**src/rtl/rv32_control_fsm.sv**
```systemverilog
// Multi-cycle RV32I control unit: instruction register plus the
// FETCH/DECODE/EXECUTE/MEM/WRITEBACK sequencer and all datapath controls.
module rv32_control_fsm (
  input  logic        clk,
  input  logic        rst_n,
  input  logic [31:0] mem_rdata,
  input  logic        mem_ready,
  input  logic [31:0] alu_result,
  input  logic        zero_flag,
  output logic        mem_req,
  output logic        mem_we,
  output logic        mem_addr_sel,
  output logic        ir_write,
  output logic [3:0]  alu_op,
  output logic        alu_a_sel,
  output logic        alu_b_sel,
  output logic        pc_write,
  output logic [1:0]  pc_sel,
  output logic        reg_write,
  output logic [1:0]  wb_sel,
  output logic [4:0]  rs1_addr,
  output logic [4:0]  rs2_addr,
  output logic [4:0]  rd_addr,
  output logic [2:0]  funct3,
  output logic [31:0] imm,
  output logic        halted
);

  typedef enum logic [2:0] {
    S_FETCH, S_DECODE, S_EXECUTE, S_MEM, S_WRITEBACK, S_TRAP
  } state_t;

  localparam logic [6:0] OPC_LUI    = 7'b0110111;
  localparam logic [6:0] OPC_AUIPC  = 7'b0010111;
  localparam logic [6:0] OPC_JAL    = 7'b1101111;
  localparam logic [6:0] OPC_JALR   = 7'b1100111;
  localparam logic [6:0] OPC_BRANCH = 7'b1100011;
  localparam logic [6:0] OPC_LOAD   = 7'b0000011;
  localparam logic [6:0] OPC_STORE  = 7'b0100011;
  localparam logic [6:0] OPC_OP_IMM = 7'b0010011;
  localparam logic [6:0] OPC_OP     = 7'b0110011;
  localparam logic [6:0] OPC_FENCE  = 7'b0001111;

  localparam logic [3:0] ALU_ADD  = 4'd0;
  localparam logic [3:0] ALU_SUB  = 4'd1;
  localparam logic [3:0] ALU_AND  = 4'd2;
  localparam logic [3:0] ALU_OR   = 4'd3;
  localparam logic [3:0] ALU_XOR  = 4'd4;
  localparam logic [3:0] ALU_SLL  = 4'd5;
  localparam logic [3:0] ALU_SRL  = 4'd6;
  localparam logic [3:0] ALU_SRA  = 4'd7;
  localparam logic [3:0] ALU_SLT  = 4'd8;
  localparam logic [3:0] ALU_SLTU = 4'd9;

  state_t      state_reg, state_next;
  logic [31:0] ir_reg;
  // Low from reset until the first edge after release; keeps every output
  // quiet during reset and makes mem_req rise on that first edge.
  logic        run_reg;

  logic [6:0]  opcode;
  logic [2:0]  f3;
  logic        legal;
  logic        fetch_done;
  logic [3:0]  alu_op_dec;
  logic        alu_a_dec, alu_b_dec, br_taken;
  logic [31:0] imm_dec;
  // Only bit 0 of the ALU result matters here (SLT/SLTU outcome).
  logic        unused_alu_bits;

  assign opcode          = ir_reg[6:0];
  assign f3              = ir_reg[14:12];
  assign fetch_done      = run_reg && (state_reg == S_FETCH) && mem_ready;
  assign unused_alu_bits = ^alu_result[31:1];

  // Opcode classification: anything outside the supported set (including
  // SYSTEM, i.e. ECALL/EBREAK) and the two undefined branch funct3 codes trap.
  always_comb begin
    legal = 1'b0;
    case (opcode)
      OPC_LUI, OPC_AUIPC, OPC_JAL, OPC_JALR, OPC_LOAD, OPC_STORE,
      OPC_OP_IMM, OPC_OP, OPC_FENCE: legal = 1'b1;
      OPC_BRANCH:                    legal = (f3[2:1] != 2'b01);
      default:                       legal = 1'b0;
    endcase
  end

  // Immediate extraction for each encoding format.
  always_comb begin
    imm_dec = '0;
    case (opcode)
      OPC_OP_IMM, OPC_LOAD, OPC_JALR:
        imm_dec = {{20{ir_reg[31]}}, ir_reg[31:20]};
      OPC_STORE:
        imm_dec = {{20{ir_reg[31]}}, ir_reg[31:25], ir_reg[11:7]};
      OPC_BRANCH:
        imm_dec = {{19{ir_reg[31]}}, ir_reg[31], ir_reg[7], ir_reg[30:25], ir_reg[11:8], 1'b0};
      OPC_LUI, OPC_AUIPC:
        imm_dec = {ir_reg[31:12], 12'h000};
      OPC_JAL:
        imm_dec = {{11{ir_reg[31]}}, ir_reg[31], ir_reg[19:12], ir_reg[20], ir_reg[30:21], 1'b0};
      default:
        imm_dec = '0;
    endcase
  end

  // ALU setup per instruction class; held through MEM/WRITEBACK so the
  // datapath sees a stable result when it consumes it.
  always_comb begin
    alu_op_dec = ALU_ADD;
    alu_a_dec  = 1'b0;
    alu_b_dec  = 1'b0;
    br_taken   = 1'b0;
    case (opcode)
      OPC_OP, OPC_OP_IMM: begin
        alu_b_dec = (opcode == OPC_OP_IMM);
        case (f3)
          3'b000:  alu_op_dec = (opcode == OPC_OP && ir_reg[30]) ? ALU_SUB : ALU_ADD;
          3'b001:  alu_op_dec = ALU_SLL;
          3'b010:  alu_op_dec = ALU_SLT;
          3'b011:  alu_op_dec = ALU_SLTU;
          3'b100:  alu_op_dec = ALU_XOR;
          3'b101:  alu_op_dec = ir_reg[30] ? ALU_SRA : ALU_SRL;
          3'b110:  alu_op_dec = ALU_OR;
          default: alu_op_dec = ALU_AND;
        endcase
      end
      OPC_LOAD, OPC_STORE, OPC_JALR: alu_b_dec = 1'b1;
      OPC_AUIPC: begin
        alu_a_dec = 1'b1;
        alu_b_dec = 1'b1;
      end
      OPC_BRANCH: begin
        // funct3[0] inverts the condition (BNE/BGE/BGEU)
        if (!f3[2]) begin
          alu_op_dec = ALU_SUB;
          br_taken   = zero_flag ^ f3[0];
        end else begin
          alu_op_dec = f3[1] ? ALU_SLTU : ALU_SLT;
          br_taken   = alu_result[0] ^ f3[0];
        end
      end
      default: alu_op_dec = ALU_ADD;
    endcase
  end

  // State, IR and run-flag registers.
  always_ff @(posedge clk or negedge rst_n) begin
    if (!rst_n) begin
      state_reg <= S_FETCH;
      ir_reg    <= 32'h0000_0013;
      run_reg   <= 1'b0;
    end else begin
      run_reg   <= 1'b1;
      state_reg <= state_next;
      if (fetch_done) ir_reg <= mem_rdata;
    end
  end

  // Next-state sequencing.
  always_comb begin
    state_next = state_reg;
    case (state_reg)
      S_FETCH:  if (fetch_done) state_next = S_DECODE;
      S_DECODE: state_next = legal ? S_EXECUTE : S_TRAP;
      S_EXECUTE: begin
        case (opcode)
          OPC_LOAD, OPC_STORE:   state_next = S_MEM;
          OPC_BRANCH, OPC_FENCE: state_next = S_FETCH;
          default:               state_next = S_WRITEBACK;
        endcase
      end
      S_MEM:       if (mem_ready) state_next = (opcode == OPC_STORE) ? S_FETCH : S_WRITEBACK;
      S_WRITEBACK: state_next = S_FETCH;
      S_TRAP:      state_next = S_TRAP;
      default:     state_next = S_FETCH;
    endcase
  end

  // Control outputs decoded from state and IR; all zero until running.
  always_comb begin
    mem_req      = 1'b0;
    mem_we       = 1'b0;
    mem_addr_sel = 1'b0;
    ir_write     = 1'b0;
    alu_op       = ALU_ADD;
    alu_a_sel    = 1'b0;
    alu_b_sel    = 1'b0;
    pc_write     = 1'b0;
    pc_sel       = 2'd0;
    reg_write    = 1'b0;
    wb_sel       = 2'd0;
    halted       = 1'b0;
    if (run_reg) begin
      case (state_reg)
        S_FETCH: begin
          mem_req  = 1'b1;
          ir_write = mem_ready;
        end
        S_EXECUTE: begin
          alu_op    = alu_op_dec;
          alu_a_sel = alu_a_dec;
          alu_b_sel = alu_b_dec;
          if (opcode == OPC_BRANCH) begin
            pc_write = 1'b1;
            pc_sel   = {1'b0, br_taken};
          end else if (opcode == OPC_FENCE) begin
            pc_write = 1'b1;
          end
        end
        S_MEM: begin
          mem_req      = 1'b1;
          mem_addr_sel = 1'b1;
          mem_we       = (opcode == OPC_STORE);
          alu_b_sel    = 1'b1;
          pc_write     = mem_ready && (opcode == OPC_STORE);
        end
        S_WRITEBACK: begin
          alu_op    = alu_op_dec;
          alu_a_sel = alu_a_dec;
          alu_b_sel = alu_b_dec;
          reg_write = (ir_reg[11:7] != 5'd0);
          pc_write  = 1'b1;
          case (opcode)
            OPC_LOAD: wb_sel = 2'd1;
            OPC_JAL:  begin wb_sel = 2'd2; pc_sel = 2'd1; end
            OPC_JALR: begin wb_sel = 2'd2; pc_sel = 2'd2; end
            OPC_LUI:  wb_sel = 2'd3;
            default:  wb_sel = 2'd0;
          endcase
        end
        S_TRAP:  halted = 1'b1;
        default: halted = 1'b0;
      endcase
    end
  end

  assign rs1_addr = run_reg ? ir_reg[19:15] : 5'd0;
  assign rs2_addr = run_reg ? ir_reg[24:20] : 5'd0;
  assign rd_addr  = run_reg ? ir_reg[11:7]  : 5'd0;
  assign funct3   = run_reg ? f3            : 3'd0;
  assign imm      = run_reg ? imm_dec       : 32'd0;

endmodule

```
**config.mk**
```make
export PLATFORM = sky130hd
export DESIGN_NAME = rv32_control_fsm
export DESIGN_NICKNAME = d
export VERILOG_FILES = /design/src/rtl/rv32_control_fsm.sv
export SDC_FILE = /design/constraint.sdc
export NUM_CORES = 1
export LEC_CHECK = 0
export ABC_AREA = 1
export CORE_UTILIZATION = 40
export DETAILED_ROUTE_END_ITERATION = 10
export PLACE_DENSITY = 0.81
export SLEW_MARGIN = 20
export SYNTH_ARGS = -nofsm -noshare
export SYNTH_HDL_FRONTEND = slang
export SYNTH_SLANG_ARGS = --single-unit
export TNS_END_PERCENT = 30
```
**constraint.sdc**
```tcl
create_clock -name clk -period 2 [get_ports clk]
set_input_delay 0.4 -clock clk [delete_from_list [all_inputs] [get_ports clk]]
set_output_delay 0.4 -clock clk [all_outputs]
set_load 0.01 [all_outputs]
```
; ---- Yosys cells after proc, flatten, opt, wreduce, memory -nomap -nowiden
; Index checks and enable logic that the tools add are counted.
[word_totals]
register_bits = 36
latch_bits = 0
ram_bits = 0
rom_bits = 0
input_bits = 68
output_inout_bits = 67
elab_cells = 98
memories = 0
[classes]
addsub = 0
n_mul = 0
n_div = 0
magnitude_cmp = 0
eq_ne = 24
shift = 0
mux = 51
bitwise_logic = 2
n_reduce_logical = 18
[ops]
columns = cell, n
row1 = $pmux 32 s5, 1
row2 = $mux 32, 1
row3 = $pmux 4 s7, 1
row4 = $mux 1, 24
row5 = $eq 7x6->1 const B, 3
row6 = $eq 7x7->1 const B, 3
row7 = $eq 3x3->1 const B, 5
row8 = $mux 3, 5
row9 = $mux 5, 3
row10 = $pmux 3 s5, 1
row11 = $eq 7x5->1 const B, 2
row12 = $reduce_or 2->1, 7
row13 = $eq 3x2->1 const B, 4
row14 = $mux 4, 3
row15 = $reduce_or 9->1, 1
row16 = $pmux 2 s2, 2
row17 = $pmux 4 s2, 1
row18 = $eq 7x2->1 const B, 1
row19 = $eq 7x4->1 const B, 1
row20 = $eq 3x1->1 const B, 2
row21 = $logic_not 3->1, 2
row22 = $mux 2, 3
row23 = $pmux 1 s2, 3
row24 = $pmux 2 s3, 1
row25 = other kinds (10), 15

; ---- Depth between registers and ports, before layout
; Gate-level depths: netlist of run 1.
[depth]
depth_word = 7
ltp_mapped = 10

; ---- Least setup slack after synthesis of run 1
; No wires, ideal clock.
[synth_path]
path_kind = reg-to-output
from = register ir_reg[1]
to = output port imm[31]
t_arrival_ns = 1.444
t_required_ns = 1.600
path_slack_ns = 0.156
path_stages_with_launch = 6
n_path_buf = 1
path_cell_list = dfstp_2 nand2_2 nor2_4 nand2_1 buf_4 a211oi_1
[synth_via]
elab_chain_cells = 4
[synth_lines]
columns = item, line
row1 = start: declaration, 56  ; logic [31:0] ir_reg;
row2 = start signal: assignment, 156  ; if (fetch_done) ir_reg <= mem_rdata;
row3 = $eq 7x5->1 (tied with other cells), 91  ; case (opcode)
row4 = $reduce_or 3->1 / $reduce_or 2->1 (equally long branches), 91
row5 = $pmux 32 s5 *, 91
row6 = $mux 32 *, 242  ; assign imm = run_reg ? imm_dec : 32'd0;
row7 = end: declaration, 25  ; output logic [31:0] imm,
; Mark *: on every way between the ends. The rest lies on a longest branch, timed or not.

; ---- Worst setup path in the final report of run 1
[layout_path]
from = register ir_reg[1]
to = output port imm[14]
; The elaborated chain is that of the path after synthesis.

==> results_dict.tcl, run 1 <==
set metrics [dict create \
    outcome "finished with violations" \
    violations "negative setup slack" \
    core_area_sq_um 6100 \
    fp.dieH_um 82.6 \
    power_density_nw_per_um2 1050 \
    ant_nets 0 \
    vias 3336 \
    cap_violations 0 \
    yosys_most_used_dff "dfrtp_1" \
    p_leak_uw 0.00248 \
    rsz0062_at_grt "true" \
    grt_pass1_wl_um 15200 \
    cts-root-buf "clkbuf_8" \
    start_util_pct 42.6 \
    synth_seq_cells 36 \
    max-vdd-ir-drop_mv 0.693 \
    layout_common_cells "nand2_1 (119), inv_1 (66), buf_4 (51)" \
    setup_tns_ns -14.09 \
    yosysWarnings 0 \
    finClkSkew_ns 0.00711 \
    hp-class "input port to async pin" \
    crit_path_end_kind "output pin" \
    finalCritPeriodShare_pct 122 \
    arrival_ns 2.03 \
    largest_reg_flops 32 \
    clock_latency_ns 0.30 \
    relSlewSlack_pct 66.5 \
    nets 623 \
    numCtsBuffers 5 \
    antenna_found_initial 0 \
    dp_hpwl_um 6330 \
    layout-drive-gt1-share_pct 36.3 \
    drtPass1Iterations 5 \
    drc_errors 0 \
    syn_inst 396 \
    synth.distinct_cells 34 \
    cts_buffer_depth 2 \
    htree_levels 2 \
    die_area_sq_um 6820 \
    post-route-util_pct 71.6 \
    areaGrowthSynthToFinish_pct 68.0 \
    finalMaxSlewViolations 0 \
    final_common_cell "nand2_1" \
    max_freq_mhz 411 \
    grtUsageTotal_pct 30.3 \
    finalSetupViolCount 44 \
    period_needed_ns 2.43 \
    grt_max_degree 35 \
    hold_viol 0 \
    wirelength_um 10400 \
    grt_pass1_vias 3159 \
    rows 28 \
    synth_edf_count 0 \
    critPathLaunchType "flop" \
    required_ns 1.60 \
    preCtsSetupSlack_ns -0.440 \
    portBuffers 103 \
    drt_iter0_markers 331 \
    cp_max_fo 8 \
    synth-seq-area-share_pct 34.8 \
    synth_nets 464 \
    cts_tree "built" \
    cts.sinks 36 \
    crit_type "flop to output pin" \
    n_antenna_cell 0 \
    synthArstFlopShare_pct 100 \
    setup_ws_ns -0.434 \
    netlist_area_sq_um 2600 \
    path_clk_slew_ns 0.08 \
    routed_via_density 5.29 \
    grt.overflow.total 0 \
    pin_count 135 \
    wl_per_cell_um 16.5 \
    post_synth.cell_area_avg_sq_um 6.56 \
    die_w_um 82.6 \
    place_congestion 0.920 \
    tightest_slew_ns 0.502 \
]
-- worst max-delay path, stage by stage (launching register included) --
cell and delay [ns]:
dfstp_2 0.58, nand2_4 0.11, nor2_4 0.19, buf_6 0.15, nand2_8 0.06, buf_4 0.14, nand2_4 0.07, nand2_8 0.08
a21oi_2 0.17, buf_2 0.17
-- routing by layer --
layer	up-vias	GRT usage (%)	wire (um)
li1	1545	-	-
met1	1556	37.0	4050
met2	194	50.6	5150
met3	41	5.16	786
met4	0	17.2	431
met5	-	0	0
-- timing repair --
action                                  in CTS  in global routing
cloned                                       2                  0
resized for setup                          254                 37
endpoints found under the setup margin      66                 54
hold endpoints to repair                     2                  0
pin swaps                                   29                 19
setup buffers                                7                  6
hold buffers                                 1                  0
-- metrics by stage --
| step | total power [uW] | instances | cell area (sq um) | hold slack (ns) |
|---|---|---|---|---|
| 6_report | 4580 | 631 | 4360 | 0.455 |
| 5_1_grt | 4860 | 631 | 4360 | 0.455 |
| 4_1_cts | 4310 | 625 | 4270 | 0.435 |
| 3_5_place_dp | 3470 | 607 | 4010 | 0.212 |
| 3_3_place_gp | 3390 | 607 | 4010 | 0.209 |
| 2_1_floorplan | 2450 | 396 | 2600 | 0.104 |
-- power breakdown --
group	switching [uW]	internal [uW]
combinational	1420	1000
sequential	411	1090
clock	289	370
-- kinds of logic (layout without fill, tap and decap cells) --
kind of cell,count (synthesis),count (layout),synth area share (%)
buf+inv,90,248,14.7
flops,36,36,34.8
other cells,1,1,0.144
simple gates,197,199,32.4
compound gates,72,72,17.9
-- cell type report --
cell class,instances,area (sq um)
Fill cell,486,1730
Multi-Input combinational cell,272,1610
Timing Repair Buffer,166,1360
Sequential cell,36,907
Inverter,74,287
Tap cell,75,93.8
Clock buffer,6,72.6
Clock inverter,2,35.0
-- cells in the mapped netlist, drive strengths merged, types with 2 or more instances --
master | number | area (sq um)
o21ai | 32 | 171
clkbuf | 4 | 15.0
a31oi | 2 | 12.5
dfrtp | 33 | 826
o211ai | 11 | 133
a21oi | 23 | 119
nor3 | 11 | 66.3
nand2 | 136 | 541
dfstp | 3 | 78.8
buf | 12 | 88.8
inv | 73 | 274
nand3 | 12 | 60.1
nor2 | 36 | 163
-- worst paths after layout --
path / from / endpoint / slack (ns) / cells past startpoint
worst max register to register: state_reg[0] / state_reg[0] / 0.15 / 10
max in group asynchronous: rst_n / ir_reg[0] / 1.08 / 3
min in group clk: ir_reg[15] / ir_reg[15] / 0.50 / 2
worst max-delay path: ir_reg[1] / imm[14] / -0.43 / 9
worst min register to register: ir_reg[15] / ir_reg[15] / 0.50 / 2
worst min-delay path: rst_n / ir_reg[25] / 0.45 / 2
Note: power is estimated with default switching activity, not from simulation.
==> run 2: changes to the inputs <==
==> constraint.sdc (replaced) <==
create_clock -name clk -period 2 [get_ports clk]
set_input_delay 0.4 -clock clk [delete_from_list [all_inputs] [get_ports clk]]
set_output_delay 0.4 -clock clk [all_outputs]
set_load 0.05 [all_outputs]
==> run 2 against run 1 <==
  * The flow still finishes with violations (negative setup slack)
  * Setup slack got worse by 0.094 ns
  * Clock power rose by 3%
  * First-iteration DRC count is 10% higher
  * Critical path type unchanged
  * Largest power group unchanged
==> results_dict.tcl, run 2 (same netlist as run 1, synthesis figures left out) <==
set metrics [dict create \
    core_area_sq_um 6100 \
    htree_levels 2 \
    holdWs_ns 0.139 \
    arrival_ns 2.13 \
    grtUsageTotal_pct 36.2 \
    p_leak_uw 0.00248 \
    finalCritPeriodShare_pct 126 \
    cts-root-buf "clkbuf_8" \
    max-vdd-ir-drop_mv 0.841 \
    crit_type "flop to output pin" \
    cp_max_fo 5 \
    drt_iter0_markers 364 \
    finalSetupViolCount 46 \
    dp_hpwl_um 6790 \
    power_density_nw_per_um2 1070 \
    n_antenna_cell 0 \
    wl_per_cell_um 20.1 \
    crit_path_end_kind "output pin" \
    drtPass1Iterations 5 \
    ant_nets 0 \
    power_frac_comb_pct 60.8 \
    areaGrowthSynthToFinish_pct 101 \
    finalMaxSlewViolations 0 \
    antenna_found_initial 0 \
    clock_latency_ns 0.31 \
    place_congestion 0.919 \
    finClkSkew_ns 0.00603 \
    cp_cell_sequence "nand2_4 -> nor2_4 -> buf_4 -> nand2_2 -> inv_1 -> nand2_1 -> a21oi_2 -> buf_4 -> buf_12" \
    drc_errors 0 \
    setup_ws_ns -0.528 \
    period_needed_ns 2.53 \
    grt_pass1_vias 3472 \
    die_area_sq_um 6820 \
    rsz0062_at_grt "true" \
    outcome "finished with violations" \
    critPathLaunchType "flop" \
    portBuffers 103 \
    wirelength_um 12200 \
    required_ns 1.60 \
    grt_max_degree 37 \
    largest_reg_flops 32 \
    stdcell_count 606 \
    final_common_cell "nand2_1" \
    wl_met2_um 5940 \
    cap_violations 0 \
    layout_common_cells "nand2_1 (119), buf_12 (73), inv_1 (54)" \
    slowest_delay_ns 0.58 \
    internal_power_uw 2760 \
    vias 3466 \
    fp.dieH_um 82.6 \
    p_sw_share_pct 50.5 \
    hp-class "input port to async pin" \
    routed.top_layer "met4" \
    fin_area_sq_um 5210 \
    path_clk_slew_ns 0.08 \
    cts_buffer_depth 2 \
    crit_family "flip-flops" \
    worst-path-buf-inv 4 \
    wl_met1_um 4410 \
    nFillCells 275 \
    violations "negative setup slack" \
    max_freq_mhz 396 \
    numCtsBuffers 5 \
    pwr-share-clk_pct 12.1 \
    place_area_sq_um 4710 \
    grt_pass1_wl_um 18000 \
    seqPwrFrac_pct 27.1 \
    crit_top_cell "buf_4" \
    cts_tree "built" \
    switchingPower_uw 2820 \
    cpMaxStageDelayCell "dfstp_2" \
    hold_viol 0 \
    die_w_um 82.6 \
    rows 28 \
    cts.sinks 36 \
    grt.overflow.total 0 \
    layout-drive-gt1-share_pct 40.7 \
    start_util_pct 42.6 \
    finalPower_uw 5580 \
    route.met3.wl_um 1080 \
    nets 598 \
    pin_count 135 \
    dp.cells 591 \
    routed_via_density 5.72 \
]
[run 2: what timing repair did]
item,in CTS,in global routing
gates resized for setup,71,20
pin swaps,10,9
setup buffers,5,1
setup endpoints to repair,45,57
hold buffers,0,0
gates cloned,1,0
[run 2: final timing paths]
| path | from | to | cells after the start | slack, ns |
|---|---|---|---|---|
| worst min-delay path | rst_n | run_reg | 2 | 0.14 |
| worst max register to register | ir_reg[0] | state_reg[0] | 11 | 0.14 |
| max in group asynchronous | rst_n | ir_reg[14] | 2 | 1.50 |
| worst min register to register | ir_reg[16] | ir_reg[16] | 2 | 0.51 |
| worst max-delay path | ir_reg[0] | alu_op[3] | 9 | -0.53 |
| min in group clk | ir_reg[16] | ir_reg[16] | 2 | 0.51 |
[run 2: through the flow]
step | setup slack, ns | setup TNS, ns | utilization (%)
6_report | -0.528 | -18.46 | 85.5
5_1_grt | -0.583 | -20.75 | 85.5
4_1_cts | -0.360 | -12.84 | 84.4
3_5_place_dp | -0.121 | -2.05 | 77.3
3_3_place_gp | -0.0532 | -0.679 | 77.3
2_1_floorplan | -0.336 | -5.95 | -
[run 2: final cells by class]
class | instances | area [sq um] | area share, %
well taps | 75 | 93.8 | 1.80
multi-input cells | 271 | 1740 | 33.4
clock buffers | 5 | 68.8 | 1.32
inverters | 74 | 284 | 5.45
flip-flops and latches | 36 | 907 | 17.4
clock inverters | 3 | 42.5 | 0.816
repair buffers | 142 | 2080 | 39.8
[run 2: worst reg2reg max path, cell delays in order (launching register included)]
cell     delay (ns)
dfstp_2        0.58
nand2_4        0.11
nor2_4         0.25
buf_4          0.16
buf_4          0.10
buf_4          0.10
o21ai_0        0.11
nor2_1         0.17
nor2_1         0.07
nand2_1        0.06
nand2_1        0.04
nand2_1        0.05
[run 2: power groups by stage]
stage	sequential, uW	combinational [uW]	clock, uW
floorplan	1320	1720	0
global placement	1390	2890	0
detailed placement	1420	2970	0
CTS	1460	3180	672
global route	1540	3580	715
finish	1510	3390	676
[run 2: routing by layer]
layer / vias up / track usage, %
met5: - / 0
met2: 260 / 61.0
met3: 80 / 9.01
met1: 1628 / 41.7
met4: 0 / 20.9
li1: 1498 / -
